File: config.mk
export PLATFORM = sky130hd
export DESIGN_NAME = cpu_instruction_prefetch_ctrl_flat
export DESIGN_NICKNAME = d
export VERILOG_FILES = /design/src/rtl/cpu_instruction_prefetch_ctrl_if.sv /design/src/rtl/cpu_instruction_prefetch_ctrl.sv /design/src/flat_wrapper.sv
export SDC_FILE = /design/constraint.sdc
export NUM_CORES = 1
export LEC_CHECK = 0
export ABC_AREA = 1
export ABC_CLOCK_PERIOD_IN_PS = 2900
export CORE_ASPECT_RATIO = 1.4
export CORE_MARGIN = 2
export CORE_UTILIZATION = 47
export DETAILED_ROUTE_END_ITERATION = 7
export GPL_TIMING_DRIVEN = 0
export HOLD_SLACK_MARGIN = 0.15
export PLACE_DENSITY_LB_ADDON = 0.08
export RECOVER_POWER = 50
export SLEW_MARGIN = 20
export SYNTH_ARGS = -nofsm -noshare
export SYNTH_HDL_FRONTEND = slang
export SYNTH_SLANG_ARGS = --single-unit
File: constraint.sdc
create_clock -name CLK -period 2.9 [get_ports CLK]
set_clock_uncertainty 0.1 [all_clocks]
set_input_delay 0.58 -clock CLK [delete_from_list [all_inputs] [get_ports CLK]]
set_output_delay 0.58 -clock CLK [all_outputs]
set_load 0.02 [all_outputs]
File: src/rtl/cpu_instruction_prefetch_ctrl_if.sv
// Fetch/return/FIFO-write bundle between the prefetch sequencer, instruction memory and instruction FIFO.
// The master side is the sequencer; the slave side is the memory/FIFO/pipeline environment.
interface cpu_instruction_prefetch_ctrl_if #(
    parameter int ADDRESS_BITS = 16,
    parameter int INSTR_BITS   = 16
);
    logic                             mem_rd_req;
    logic [ADDRESS_BITS-1:0]          mem_addr;
    logic                             mem_ready;
    logic                             mem_valid;
    logic [INSTR_BITS-1:0]            mem_data;
    logic                             branch;
    logic [ADDRESS_BITS-1:0]          branch_target;
    logic                             halt;
    logic                             fifo_rd;
    logic                             fifo_wr;
    logic [ADDRESS_BITS+INSTR_BITS-1:0] fifo_data;
    logic                             fifo_flush;

    modport master (
        output mem_rd_req, mem_addr, fifo_wr, fifo_data, fifo_flush,
        input  mem_ready, mem_valid, mem_data, branch, branch_target, halt, fifo_rd
    );

    modport slave (
        input  mem_rd_req, mem_addr, fifo_wr, fifo_data, fifo_flush,
        output mem_ready, mem_valid, mem_data, branch, branch_target, halt, fifo_rd
    );
endinterface

File: src/rtl/cpu_instruction_prefetch_ctrl.sv
// In-order instruction prefetch sequencer: credit-limited fetches, PC-tagged FIFO writes, branch flush.
// Latency: request the cycle after reset/flush; return written to the FIFO in the mem_valid cycle.
// Backpressure: mem_addr holds while mem_ready=0; requests stop when occ+outstanding reaches FIFO capacity.
module cpu_instruction_prefetch_ctrl #(
    parameter int ADDRESS_BITS    = 16,
    parameter int INSTR_BITS      = 16,
    parameter int FIFO_DEPTH_BITS = 4,
    parameter int MAX_OUTSTANDING = 2,
    parameter int RESET_PC        = 0
) (
    input logic CLK,
    input logic RSTb,
    cpu_instruction_prefetch_ctrl_if.master bus
);
    localparam int CAP = (1 << FIFO_DEPTH_BITS) - 1;
    localparam logic [FIFO_DEPTH_BITS:0] LP_CAP  = (FIFO_DEPTH_BITS+1)'(CAP);
    localparam logic [1:0]               LP_MAXO = 2'(MAX_OUTSTANDING);
    localparam logic [ADDRESS_BITS-1:0]  LP_RPC  = ADDRESS_BITS'(RESET_PC);

    typedef enum logic {
        ST_FETCH = 1'b0,
        ST_FLUSH = 1'b1
    } state_t;

    state_t                       r_state;
    state_t                       w_state_nxt;
    logic [ADDRESS_BITS-1:0]      r_fetch_pc;
    logic [ADDRESS_BITS-1:0]      r_ret_pc;
    logic [FIFO_DEPTH_BITS-1:0]   r_occ;
    logic [1:0]                   r_outst;
    logic [1:0]                   r_discard;

    logic [FIFO_DEPTH_BITS:0]     w_credit_sum;
    logic                         w_credit_ok;
    logic                         w_mem_rd_req;
    logic                         w_fifo_wr;
    logic                         w_fifo_flush;
    logic                         w_accept;
    logic                         w_rd_eff;

    // Credit counts both stored words and words still in flight, so a FIFO slot is reserved per request.
    assign w_credit_sum = {1'b0, r_occ} + (FIFO_DEPTH_BITS+1)'(r_outst);
    assign w_credit_ok  = (r_outst < LP_MAXO) && (w_credit_sum < LP_CAP);
    assign w_accept     = w_mem_rd_req & bus.mem_ready;
    assign w_rd_eff     = bus.fifo_rd && (r_occ != '0);

    always_ff @(posedge CLK) begin
        if (!RSTb) begin
            r_state <= ST_FETCH;
        end else begin
            r_state <= w_state_nxt;
        end
    end

    always_comb begin
        w_state_nxt = ST_FETCH;
        case (r_state)
            ST_FETCH: w_state_nxt = bus.branch ? ST_FLUSH : ST_FETCH;
            ST_FLUSH: w_state_nxt = bus.branch ? ST_FLUSH : ST_FETCH;
            default:  w_state_nxt = ST_FETCH;
        endcase
    end

    // Outputs are gated by RSTb so nothing leaks out during the reset cycles themselves.
    always_comb begin
        w_mem_rd_req = 1'b0;
        w_fifo_flush = 1'b0;
        w_fifo_wr    = 1'b0;
        if (RSTb) begin
            w_fifo_wr = bus.mem_valid && (r_discard == '0) && !bus.branch;
            case (r_state)
                ST_FETCH: w_mem_rd_req = !bus.halt && !bus.branch && w_credit_ok;
                ST_FLUSH: w_fifo_flush = 1'b1;
                default:  w_mem_rd_req = 1'b0;
            endcase
        end
    end

    always_ff @(posedge CLK) begin
        if (!RSTb) begin
            r_fetch_pc <= LP_RPC;
            r_ret_pc   <= LP_RPC;
            r_occ      <= '0;
            r_outst    <= '0;
            r_discard  <= '0;
        end else begin
            r_outst <= r_outst + 2'(w_accept) - 2'(bus.mem_valid);
            if (bus.branch) begin
                // Everything still in flight after this cycle's return belongs to the old path.
                r_fetch_pc <= bus.branch_target;
                r_ret_pc   <= bus.branch_target;
                r_occ      <= '0;
                r_discard  <= r_outst - 2'(bus.mem_valid);
            end else begin
                if (w_accept) begin
                    r_fetch_pc <= r_fetch_pc + 1'b1;
                end
                if (w_fifo_wr) begin
                    r_ret_pc <= r_ret_pc + 1'b1;
                end
                if (r_state == ST_FLUSH) begin
                    r_occ <= '0;
                end else begin
                    r_occ <= r_occ + FIFO_DEPTH_BITS'(w_fifo_wr) - FIFO_DEPTH_BITS'(w_rd_eff);
                end
                if (bus.mem_valid && (r_discard != '0)) begin
                    r_discard <= r_discard - 1'b1;
                end
            end
        end
    end

    assign bus.mem_rd_req = w_mem_rd_req;
    assign bus.mem_addr   = r_fetch_pc;
    assign bus.fifo_wr    = w_fifo_wr;
    assign bus.fifo_data  = {r_ret_pc, bus.mem_data};
    assign bus.fifo_flush = w_fifo_flush;

endmodule

File: src/flat_wrapper.sv
// flat-port wrapper written by rule: the top's interface ports become plain ports
module cpu_instruction_prefetch_ctrl_flat 
#(
    parameter int ADDRESS_BITS    = 16,
    parameter int INSTR_BITS      = 16,
    parameter int FIFO_DEPTH_BITS = 4,
    parameter int MAX_OUTSTANDING = 2,
    parameter int RESET_PC        = 0
)
  (CLK, RSTb, bus_mem_rd_req, bus_mem_addr, bus_fifo_wr, bus_fifo_data, bus_fifo_flush, bus_mem_ready, bus_mem_valid, bus_mem_data, bus_branch, bus_branch_target, bus_halt, bus_fifo_rd);
  cpu_instruction_prefetch_ctrl_if #(.ADDRESS_BITS(ADDRESS_BITS), .INSTR_BITS(INSTR_BITS)) bus_i ();
  input logic CLK;
  input logic RSTb;
  output wire logic [$bits(bus_i.mem_rd_req)-1:0] bus_mem_rd_req;
  output wire logic [$bits(bus_i.mem_addr)-1:0] bus_mem_addr;
  output wire logic [$bits(bus_i.fifo_wr)-1:0] bus_fifo_wr;
  output wire logic [$bits(bus_i.fifo_data)-1:0] bus_fifo_data;
  output wire logic [$bits(bus_i.fifo_flush)-1:0] bus_fifo_flush;
  input wire logic [$bits(bus_i.mem_ready)-1:0] bus_mem_ready;
  input wire logic [$bits(bus_i.mem_valid)-1:0] bus_mem_valid;
  input wire logic [$bits(bus_i.mem_data)-1:0] bus_mem_data;
  input wire logic [$bits(bus_i.branch)-1:0] bus_branch;
  input wire logic [$bits(bus_i.branch_target)-1:0] bus_branch_target;
  input wire logic [$bits(bus_i.halt)-1:0] bus_halt;
  input wire logic [$bits(bus_i.fifo_rd)-1:0] bus_fifo_rd;
  assign bus_mem_rd_req = bus_i.mem_rd_req;
  assign bus_mem_addr = bus_i.mem_addr;
  assign bus_fifo_wr = bus_i.fifo_wr;
  assign bus_fifo_data = bus_i.fifo_data;
  assign bus_fifo_flush = bus_i.fifo_flush;
  assign bus_i.mem_ready = bus_mem_ready;
  assign bus_i.mem_valid = bus_mem_valid;
  assign bus_i.mem_data = bus_mem_data;
  assign bus_i.branch = bus_branch;
  assign bus_i.branch_target = bus_branch_target;
  assign bus_i.halt = bus_halt;
  assign bus_i.fifo_rd = bus_fifo_rd;
  cpu_instruction_prefetch_ctrl #(.ADDRESS_BITS(ADDRESS_BITS), .INSTR_BITS(INSTR_BITS), .FIFO_DEPTH_BITS(FIFO_DEPTH_BITS), .MAX_OUTSTANDING(MAX_OUTSTANDING), .RESET_PC(RESET_PC)) u_core (.CLK(CLK), .RSTb(RSTb), .bus(bus_i));
endmodule
==> results.sh <==
export IMPL_netSwitchingFraction_pct=32.5
export IMPL_critPathCaptureType="output port"
export IMPL_max_clock_freq_mhz=356
export IMPL_grt_setup_unrepaired="false"
export IMPL_coreArea_sq_um=5820
export IMPL_fin_cells=587
export IMPL_sum_of_overflow_across_all_layers_after_global_routing=0
export IMPL_drt_first_iter_violations=165
export IMPL_period_minus_slack_ns=2.81
export IMPL_setup_violations_final=0
export IMPL_timing_worst_setup_path_type="input port to output port"
export IMPL_wl_mm=8.08
export IMPL_p_comb_share_pct=26.3
export IMPL_power_per_cell_area_nw_per_um2=370
export IMPL_ctsRootBufferMaster="sky130_fd_sc_hd__clkbuf_8"
export IMPL_yosysSeqAreaShare_pct=29.3
export IMPL_worst_slew_pin_slew_ns=0.571
export IMPL_ys_flop_type="sky130_fd_sc_hd__dfxtp_1"
export IMPL_postRouteAntennaNets=0
export IMPL_critical_path_arrival_ns=2.13
export IMPL_final_hold_violation_count=0
export IMPL_synth_area_per_cell_sq_um=6.47
export IMPL_synth_largest_area_cell="sky130_fd_sc_hd__dfxtp_1"
export IMPL_synthesis_instances=433
export IMPL_run_status="complete, no violations"
export IMPL_fraction_of_layout_instances_using_a_drive_strength_above_1_pct=7.54
export IMPL_tritoncts_clock_tree="done"
export IMPL_number_of_remaining_drc_errors=0
export IMPL_flow_area_growth_from_synthesis_pct=33.2
export IMPL_grt_use_total_pct=24.8
export IMPL_max_clock_path_buffers=2
export IMPL_worst_setup_path_startpoint="bus_branch"
export IMPL_detailed_place_hpwl_mm=6.43
export IMPL_synth_area_leaders="sky130_fd_sc_hd__dfxtp_1, sky130_fd_sc_hd__nand2_1, sky130_fd_sc_hd__nand3_1"
export IMPL_synth_warning_count=0
export IMPL_total_switching_power_uw=449
export IMPL_die_height_microns=95.4
export IMPL_synth_seq_cells=41
export IMPL_crit_fanout=10
export IMPL_cts_clock_pin_slew_for_the_worst_setup_and_hold_paths_ns=0.08
export IMPL_std_cell_rows=33
export IMPL_cp_start_kind="input port"
export IMPL_holdCritPathClass="flop to flop"
export IMPL_routedWlPerCell_microns=13.8
export IMPL_post_place_ws_ns=-0.385
export IMPL_max_vdd_ir_drop_uv=238
export IMPL_vias=2992
export IMPL_initial_util_pct=48.1
export IMPL_grt_max_degree=13
export IMPL_gp_congestion=0.921
export IMPL_grt_antenna_before_repair=0
export IMPL_die_area_sq_um=6600
export IMPL_tritoncts_num_sinks=41
export IMPL_finish_utilization_pct=64.1
export IMPL_synth_top_area_share_pct=29.3
export IMPL_die_x_microns=69.3
export IMPL_first_global_vias=2829
export IMPL_multi_input_area_sq_um=1640
export IMPL_layout_filler_cells=589
export IMPL_timing_critical_path_required_ns=2.22
export IMPL_worst_slew_margin_rel_pct=61.9
export IMPL_synth_cell_type_count=32
export IMPL_final_seq_area_sq_um=821
export IMPL_finalCritPeriodShare_pct=96.8
export IMPL_synth_most_common_cell="sky130_fd_sc_hd__nand2_1"
export IMPL_boundaryPins=90
export IMPL_clkPwrFrac_pct=27.1
export IMPL_num_nets_final=570
export IMPL_clock_latency_reported_for_the_late_side_of_the_worst_skew_pair_ns=0.30
export IMPL_numPortBuffers=73
export IMPL_tritoncts_num_buffers=5
export IMPL_h_tree_depth=2
export IMPL_synth_common_cells="sky130_fd_sc_hd__nand2_1, sky130_fd_sc_hd__nand3_1, sky130_fd_sc_hd__inv_1"
export IMPL_post_drt_via_cell_ratio=5.10
export IMPL_report_final_slew_viol_count=0
export IMPL_syn_nets=487
export IMPL_hold_ws_ns=0.438
export IMPL_static_leakage_power_nw=1.69
export IMPL_async_reset_ff_share_pct=0
export IMPL_r2r_start="u_core.r_occ[0]"
export IMPL_worst_hold_path_startpoint="u_core.bus.mem_addr[13]"
export IMPL_max_cap_viol_count=0
export IMPL_pwr_share_seq_pct=46.6
export IMPL_grt_first_pass_wirelength_mm=13.1
export IMPL_syn_cell_area_sq_um=2800
export IMPL_antennaDiodeCount=0
export IMPL_firstDrtPassIters=4
export IMPL_fin_ws_ns=0.0933
export IMPL_final_setup_tns_ns=0
export IMPL_place_detailed_instances=576
export IMPL_cell_internal_pwr_uw=932
export IMPL_post_synth_edffs=0
-- state kept, by name, indices dropped and copies added (netlist names) --
register / flops
u_core.bus.mem_addr: 16
u_core.r_discard: 2
u_core.r_occ: 4
u_core.r_outst: 2
u_core.r_ret_pc: 16
u_core.r_state: 1
-- final cells by class --
class | instances | share of cell area, %
timing repair buffer | 76 | 20.2
clock buffer | 6 | 1.94
multi-input combinational | 319 | 43.8
sequential | 41 | 22.0
clock inverter | 2 | 0.268
tap | 70 | 2.35
buffer | 27 | 4.69
inverter | 46 | 4.69
-- cells by family after synthesis --
| family | after synthesis | share of synthesized area [%] |
|---|---|---|
| adder cells (fa/ha/maj) | 15 | 7.24 |
| XOR/XNOR | 14 | 4.38 |
| buffers and inverters | 73 | 12.3 |
| flip-flops | 41 | 29.3 |
| AND/OR/NAND/NOR | 235 | 35.8 |
| AO/OA/AOI/OAI | 55 | 11.0 |
-- per-layer routing --
| layer | up-vias | GRT usage (%) | wire length, microns |
|---|---|---|---|
| met5 | - | 0 | 0 |
| met4 | 0 | 9.48 | 211 |
| met3 | 17 | 3.07 | 364 |
| met2 | 78 | 48.5 | 4370 |
| met1 | 1353 | 27.1 | 3140 |
| li1 | 1544 | - | - |
-- cell usage in the layout (no fill, tap or decap), types with 14 or more instances in the layout --
cell type | netlist | layout
sky130_fd_sc_hd__nand2_1 | 139 | 139
sky130_fd_sc_hd__nand3_1 | 45 | 45
sky130_fd_sc_hd__inv_1 | 43 | 43
sky130_fd_sc_hd__dfxtp_1 | 41 | 41
sky130_fd_sc_hd__dlygate4sd3_1 | 0 | 38
sky130_fd_sc_hd__nor2_1 | 33 | 33
sky130_fd_sc_hd__clkdlybuf4s50_1 | 0 | 33
sky130_fd_sc_hd__a21oi_1 | 26 | 26
sky130_fd_sc_hd__buf_4 | 16 | 20
sky130_fd_sc_hd__o21ai_0 | 14 | 14
-- worst max-delay path, stage by stage --
cell and delay, ns:
sky130_fd_sc_hd__clkdlybuf4s50_1 0.50, sky130_fd_sc_hd__inv_4 0.14, sky130_fd_sc_hd__nand2_2 0.08, sky130_fd_sc_hd__inv_2 0.09
sky130_fd_sc_hd__nand2_1 0.13, sky130_fd_sc_hd__inv_1 0.13, sky130_fd_sc_hd__buf_4 0.19, sky130_fd_sc_hd__clkdlybuf4s15_2 0.28
-- worst paths after layout --
check                       endpoint  slack (ns)  cells past startpoint
min          u_core.bus.mem_addr[13]        0.44                      2
min reg2reg  u_core.bus.mem_addr[13]        0.44                      2
max                      bus_fifo_wr        0.09                      8
max reg2reg        u_core.r_outst[1]        0.45                     10
-- timing repair --
item | in CTS | in global routing
hold buffers | 0 | 0
cloned | 0 | 0
buffers inserted | 0 | 3
gates resized for setup | 7 | 1
endpoints found under the setup margin | 3 | 2
pin swaps | 0 | 0
-- through the flow --
stage	area (sq um)	total power [mW]
floorplan	2800	0.863
global placement	3620	1.02
detailed placement	3620	1.03
CTS	3710	1.40
global route	3730	1.45
finish	3730	1.38
-- power groups by stage --
| stage | Clock (mW) | Combinational [mW] | Sequential (mW) |
|---|---|---|---|
| after floorplan | 0 | 0.185 | 0.678 |
| after detailed placement | 0 | 0.369 | 0.657 |
| after CTS | 0.380 | 0.372 | 0.644 |
| final | 0.374 | 0.363 | 0.643 |
| after global routing | 0.400 | 0.400 | 0.651 |
| after global placement | 0 | 0.364 | 0.656 |
(Power assumes the default switching activity.)
